[src/rtl/serial_add_defs_pkg.sv]
// -----------------------------------------------------------------------------
// serial_add_defs
// Shared definitions for the bit-serial add/subtract controller:
//   - controller state encoding
//   - default operand width and bit-counter width
//   - helper to check that a counter width can index every operand bit
// -----------------------------------------------------------------------------
package serial_add_defs;

  localparam int DEFAULT_WIDTH = 8;
  localparam int DEFAULT_CW    = 5;

  typedef enum logic [1:0] {
    S_IDLE = 2'd0,
    S_RUN  = 2'd1,
    S_DONE = 2'd2
  } state_e;

  // True when a CW-bit counter can reach WIDTH-1 without wrapping.
  function automatic bit cw_fits(input int width, input int cw);
    return ((64'd1 << cw) > width);
  endfunction

endpackage

[src/rtl/fadder.sv]
// -----------------------------------------------------------------------------
// fadder
// Single-bit full adder; the one datapath cell shared across all bit slots
// of the serial controller.
//   a, b  : input  operand bits
//   cin   : input  carry in
//   s     : output sum bit
//   cout  : output carry out
// -----------------------------------------------------------------------------
module fadder (
  input  logic a,
  input  logic b,
  input  logic cin,
  output logic s,
  output logic cout
);

  assign s    = a ^ b ^ cin;
  assign cout = (a & b) | (cin & (a ^ b));

endmodule

[src/rtl/serial_add_ctrl.sv]
// -----------------------------------------------------------------------------
// serial_add_ctrl
// Bit-serial add/subtract controller. One bit per clock, LSB first, through a
// single fadder; the carry lives in a flip-flop between bit slots. A result
// takes WIDTH+1 cycles from the accepting edge to the done pulse.
//
// Ports
//   clk    : input  rising-edge clock
//   rst    : input  synchronous active-high reset
//   start  : input  request, sampled only while ready
//   a, b   : input  WIDTH-bit operands, captured on the accepting edge
//   cin    : input  carry in for add (ignored for subtract)
//   sub    : input  0 = a+b+cin, 1 = a-b (a + ~b + 1)
//   ready  : output can accept start this cycle
//   busy   : output serial operation in progress
//   done   : output one-cycle result-valid pulse
//   sum    : output result, held until the next result load
//   cout   : output final carry (subtract: 1 = no borrow)
//   ovf    : output signed overflow
//
// state  | meaning
// -------+----------------------------------------------------------
// S_IDLE | waiting for start; ready=1
// S_RUN  | one operand bit per clock through the fadder; busy=1
// S_DONE | one-cycle done pulse; ready=1, start here chains a new op
// -----------------------------------------------------------------------------
module serial_add_ctrl
  import serial_add_defs::*;
#(
  parameter int WIDTH = DEFAULT_WIDTH,
  parameter int CW    = DEFAULT_CW
) (
  input  logic             clk,
  input  logic             rst,
  input  logic             start,
  input  logic [WIDTH-1:0] a,
  input  logic [WIDTH-1:0] b,
  input  logic             cin,
  input  logic             sub,
  output logic             ready,
  output logic             busy,
  output logic             done,
  output logic [WIDTH-1:0] sum,
  output logic             cout,
  output logic             ovf
);

  if (!cw_fits(WIDTH, CW)) begin : g_cw_check
    $error("serial_add_ctrl: CW too small for WIDTH");
  end

  state_e           state_q, state_d;
  logic [WIDTH-1:0] opa_q, opa_d;
  logic [WIDTH-1:0] opb_q, opb_d;
  logic [WIDTH-1:0] res_q, res_d;
  logic             carry_q, carry_d;
  logic [CW-1:0]    cnt_q, cnt_d;
  logic [WIDTH-1:0] sum_q, sum_d;
  logic             cout_q, cout_d;
  logic             ovf_q, ovf_d;

  logic             fa_s;
  logic             fa_cout;
  logic             launch;
  logic             last_bit;
  logic [WIDTH-1:0] res_shift;

  fadder u_fadder (
    .a    (opa_q[0]),
    .b    (opb_q[0]),
    .cin  (carry_q),
    .s    (fa_s),
    .cout (fa_cout)
  );

  assign last_bit  = (cnt_q == CW'(WIDTH - 1));
  // New sum bit enters at the MSB; after WIDTH shifts bit 0 sits at position 0.
  assign res_shift = {fa_s, res_q[WIDTH-1:1]};

  always_ff @(posedge clk) begin
    if (rst) begin
      state_q <= S_IDLE;
      opa_q   <= '0;
      opb_q   <= '0;
      res_q   <= '0;
      carry_q <= 1'b0;
      cnt_q   <= '0;
      sum_q   <= '0;
      cout_q  <= 1'b0;
      ovf_q   <= 1'b0;
    end else begin
      state_q <= state_d;
      opa_q   <= opa_d;
      opb_q   <= opb_d;
      res_q   <= res_d;
      carry_q <= carry_d;
      cnt_q   <= cnt_d;
      sum_q   <= sum_d;
      cout_q  <= cout_d;
      ovf_q   <= ovf_d;
    end
  end

  always_comb begin
    state_d = state_q;
    opa_d   = opa_q;
    opb_d   = opb_q;
    res_d   = res_q;
    carry_d = carry_q;
    cnt_d   = cnt_q;
    sum_d   = sum_q;
    cout_d  = cout_q;
    ovf_d   = ovf_q;
    ready   = 1'b0;
    busy    = 1'b0;
    done    = 1'b0;
    launch  = 1'b0;

    case (state_q)
      S_IDLE: begin
        ready   = 1'b1;
        launch  = start;
        state_d = start ? S_RUN : S_IDLE;
      end

      S_RUN: begin
        busy    = 1'b1;
        res_d   = res_shift;
        opa_d   = opa_q >> 1;
        opb_d   = opb_q >> 1;
        carry_d = fa_cout;
        cnt_d   = cnt_q + 1'b1;
        if (last_bit) begin
          sum_d   = res_shift;
          cout_d  = fa_cout;
          // carry_q is the carry into the MSB slot at this point.
          ovf_d   = carry_q ^ fa_cout;
          state_d = S_DONE;
        end
      end

      S_DONE: begin
        ready   = 1'b1;
        done    = 1'b1;
        launch  = start;
        state_d = start ? S_RUN : S_IDLE;
      end

      default: begin
        state_d = S_IDLE;
      end
    endcase

    // Subtract is a + ~b + 1: invert b and force the initial carry high.
    if (launch) begin
      opa_d   = a;
      opb_d   = sub ? ~b : b;
      carry_d = sub ? 1'b1 : cin;
      cnt_d   = '0;
      res_d   = '0;
    end
  end

  assign sum  = sum_q;
  assign cout = cout_q;
  assign ovf  = ovf_q;

endmodule

[config.mk]
export PLATFORM = sky130hd
export DESIGN_NAME = serial_add_ctrl
export DESIGN_NICKNAME = d
export VERILOG_FILES = /design/src/rtl/serial_add_defs_pkg.sv /design/src/rtl/fadder.sv /design/src/rtl/serial_add_ctrl.sv
export SDC_FILE = /design/constraint.sdc
export NUM_CORES = 1
export LEC_CHECK = 0
export CAP_MARGIN = 20
export CELL_PAD_IN_SITES_DETAIL_PLACEMENT = 0
export CELL_PAD_IN_SITES_GLOBAL_PLACEMENT = 1
export CORE_MARGIN = 5
export CORE_UTILIZATION = 30
export DETAILED_ROUTE_END_ITERATION = 10
export PLACE_DENSITY_LB_ADDON = 0.1
export SLEW_MARGIN = 15
export SYNTH_ARGS = -nofsm -noshare
export SYNTH_HDL_FRONTEND = slang
export SYNTH_SLANG_ARGS = --single-unit
[constraint.sdc]
create_clock -name clk -period 2.2 [get_ports clk]
set_clock_uncertainty 0.05 [all_clocks]
set_input_delay 0.44 -clock clk [delete_from_list [all_inputs] [get_ports clk]]
set_output_delay 0.44 -clock clk [all_outputs]
set_load 0.005 [all_outputs]
After elaboration in Yosys (flattened, before gate mapping)
Index checks and enable logic that the tools add are counted.

cells by class
  $add $sub $neg = 1
  eq/ne operators = 4
  mux-type cells = 15
  bitwise logic cells = 7
  reductions and logical operators = 5

operator list
  operator               number
  $mux W8                5
  $mux W1                8
  $not A8 Y8             1
  $add A5 B1 Y5 const B  1
  $eq A5 B3 Y1 const B   1
  $pmux W2 S2            1
  $reduce_or A2 Y1       2
  $xor A1 B1 Y1          3
  $and A1 B1 Y1          2
  $eq A2 B1 Y1 const B   1
  $eq A2 B2 Y1 const B   1
  $logic_not A2 Y1       1
  $mux W2                1
  $ne A2 B2 Y1 const B   1
  $reduce_and A2 Y1      1
  $reduce_bool A2 Y1     1
  $or A1 B1 Y1           1

storage, ports and cells
  register bits = 42
  input bits = 21
  output and inout port bits = 13
  logic and storage cells = 41

Longest topological paths before layout
  depth in word-level cells = 5
  gate-level depth with buffers = 6
  depth with buffers taken out = 4

Hierarchy
From an unflattened synthesis, not the netlist that was laid out.

unflattened totals
  cell total of the unflattened synthesis = 202
  area total of the unflattened synthesis = 1,749.2 um^2

by module, submodules not included
  module           instances  cells an instance  area an instance (um^2)
  serial_add_ctrl  1          201                1,729.2
  fadder           1          1                  20.0

Least setup slack after synthesis
Ideal clock, no wire load.

  kind = flip-flop to output port
  start point = reg state_q[1]
  end point = out busy
  arrival time = 0.821 ns
  data required time = 1.710 ns
  slack = 0.889 ns
  cell stages (with the launch flop) = 5
  path buffers = 2
  cell sequence = dfxtp_1 > nand2b_2 > inv_1 > buf_4 > buf_4

between the ends
  word-level cells in the longest chain between the ends = 2

ends and longest elaborated chain
  item                    line                    text
  start, declared         serial_add_ctrl.sv:52   state_e state_q, state_d;
  start signal, assigned  serial_add_ctrl.sv:92   state_q <= state_d;
  $eq A2 B1 Y1            serial_add_ctrl.sv:119  case (state_q)
  $mux W1                 serial_add_ctrl.sv:119
  end, declared           serial_add_ctrl.sv:41   output logic busy,

No other way between the ends.

Worst setup path in the final report
  start point = reg state_q[0]
  end point = out busy

Same word-level chain as after synthesis.

==> results.json <==
{
  "start_util": 0.3123,
  "slew_headroom": 0.6568,
  "netlist.area_leader.share": 0.4743,
  "gr-usage-all-layers": 0.1161,
  "dr.pass1.iters": 4,
  "post-route-min-period_ns": 1.853,
  "clk_pin_slew_ns": 0.07,
  "place.gp.congestion": 0.6949,
  "port_buffers": 33,
  "yosysUniqueCellTypes": 28,
  "max_freq_mhz": 539.6,
  "layout_common_cells": "41 x dfxtp_1, 33 x clkdlybuf4s50_1, 26 x nor3_1",
  "dr.first_iter.drc_count": 99,
  "grt_first_pass_wirelength_mm": 6.858,
  "ys_warn_count": 0,
  "dpl_cell_area_sq_um": 2077,
  "final_area_sq_um": 2160,
  "p_per_area_nw_per_um2": 686.8,
  "rsz0062_at_grt": "false",
  "p_int_mw": 1.097,
  "area_delta_synth_final_pct": 24.80,
  "synth_area_leaders": "dfxtp_1 47%, nor3_1 7.5%, a21oi_1 6.7%",
  "final_common_cell": "dfxtp_1",
  "final_core_util": 0.3898,
  "seq_power_share": 0.539,
  "synth_cells": 201,
  "power_frac_clock": 0.317,
  "fill_cells": 589,
  "ir_drop_uv": 215.3,
  "num_io_pins": 34,
  "grt_antenna_before_repair": 0,
  "finalSetupTns_ns": 0,
  "status": "completed",
  "ant_nets": 0,
  "critPathCaptureType": "primary output",
  "dpl.hpwl_mm": 2.767,
  "crit_type": "reg -> out",
  "cp.arrival_ns": 1.36,
  "syn_avg_cell_area_sq_um": 8.609,
  "grt_pass1_vias": 1431,
  "crit_path_start_kind": "flop",
  "viasPerCell": 5.060,
  "cp.buffers_inverters": 2,
  "p_comb_frac": 0.144,
  "netlist_area_sq_um": 1730,
  "maxCapViolations": 0,
  "vias": 1518,
  "cts.path.max_buffers": 2,
  "drc": 0,
  "grt_max_degree": 39,
  "clock_latency_ns": 0.29,
  "cts_tree": "done",
  "cp_top_family": "buffers and inverters",
  "postCtsResizedCells": 0,
  "setup_violations": 0,
  "grt_overflow": 0,
  "diodes": 0,
  "swShare": 0.2601,
  "synth_fp_nets": 224,
  "synth_seq_cells": 41,
  "fp.dieW_um": 85.95,
  "timing.final.crit_share": 0.8424,
  "slew_violations": 0,
  "root_buffer": "clkbuf_8",
  "path_max_fanout": 6,
  "final-hold-violation-count": 0,
  "clock-sinks": 41,
  "finalNetCount": 250,
  "worst_slew_pin_slew_ns": 0.5148,
  "wire_per_inst_um": 13.70,
  "cts-buffers-inserted": 5,
  "drive_above_1_share": 0.06140,
  "required_ns": 1.71,
  "ys_seq_area_frac": 0.4743,
  "core-area_sq_um": 5540,
  "totalWireLength_mm": 4.110,
  "critical-path-slowest-cell": "clkdlybuf4s50_1",
  "rows": 27,
  "post-cts-setup-buffers": 0,
  "hp-class": "reg -> reg",
  "crit_path_cell_trace": "nand2b_2 -> inv_1 -> clkdlybuf4s50_1",
  "die_area_sq_um": 7387,
  "cpPeakStageDelay_ns": 0.50,
  "p_leak_nw": 0.7310,
  "switchingPower_uw": 385.8,
  "hold_buffers": 0,
  "htreeDepth": 2,
  "yosys.area.top_type": "dfxtp_1",
  "die_h_um": 85.95
}
power by group through the flow:
| stage | Sequential, mW | Combinational [mW] | Clock (mW) |
|---|---|---|---|
| 6_report | 0.799 | 0.214 | 0.470 |
| 2_1_floorplan | 0.811 | 0.151 | 0 |
| 3_3_place_gp | 0.816 | 0.213 | 0 |
| 5_1_grt | 0.802 | 0.236 | 0.521 |
| 4_1_cts | 0.799 | 0.216 | 0.495 |
| 3_5_place_dp | 0.816 | 0.216 | 0 |
cells in the mapped netlist:
cell type	n
a21oi_1	23
nand3b_1	1
dfxtp_1	41
nand2b_2	1
nand2_1	20
clkbuf_1	4
nand3_1	14
nor3_1	26
a22oi_1	1
buf_6	1
nand2b_1	2
o22ai_1	12
buf_2	8
xor2_1	9
or3_1	2
xnor2_1	2
o21ai_0	12
and4bb_2	1
and2b_1	2
buf_4	6
a311oi_1	2
a31oi_1	1
fa_1	1
nor2_1	4
ha_1	1
inv_1	2
nand4bb_1	1
mux2i_1	1
final cells by class:
type                       count  area, sq um  share of cell area
inverter                       2        7.507            0.003476
clock inverter                 2        10.01            0.004635
tap                           72        90.09             0.04171
timing repair buffer          38        367.9              0.1703
clock buffer                   6        72.57             0.03360
multi-input combinational    139        790.8              0.3662
sequential                    41        820.8              0.3801
sequential cells by signal, indices dropped and copies added, names as in the netlist:
name	cells
state_q	2
cnt_q	5
sum	8
carry_q	1
opa_q	8
res_q	7
ovf	1
cout	1
opb_q	8
stage by stage:
step	worst slack [ns]	power [mW]	hold WS, ns	instances
after floorplan	0.8886	0.9622	0.3866	201
after detailed placement	0.3640	1.032	0.4064	292
after CTS	0.3112	1.510	0.4196	300
after global routing	0.2461	1.559	0.4343	300
after global placement	0.4028	1.029	0.4027	292
final	0.3468	1.483	0.4176	300
worst paths after layout:
kind / depth (start not counted) / slack, ns / endpoint / start
setup reg to reg: 4 / 0.52 / sum[7] / cnt_q[0]
hold / removal: 2 / 0.42 / opb_q[7] / opb_q[7]
setup / recovery: 3 / 0.35 / busy / state_q[0]
hold reg to reg: 2 / 0.42 / opb_q[7] / opb_q[7]
worst register-to-register path, stage by stage (launching register included):
cell and delay, ns:
dfxtp_1 0.37, ha_1 0.23, nand4bb_1 0.42, o21ai_0 0.36, a21oi_1 0.12
metal layers:
layer,up-vias,global-route usage,part of all wire
li1,762,-,-
met1,720,0.1427,0.47
met2,32,0.1927,0.47
met3,4,0.03458,0.045
met4,0,0.03885,0.012
met5,-,0,0
kinds of logic after synthesis:
family | share of synthesized area
AO/OA/AOI/OAI | 0.1627
flip-flops | 0.4743
buffers and inverters | 0.06869
multiplexers | 0.005785
adder cells (fa/ha/maj) | 0.01880
XOR/XNOR | 0.05568
AND/OR/NAND/NOR | 0.2140
Power figures use the tool's default switching activity.
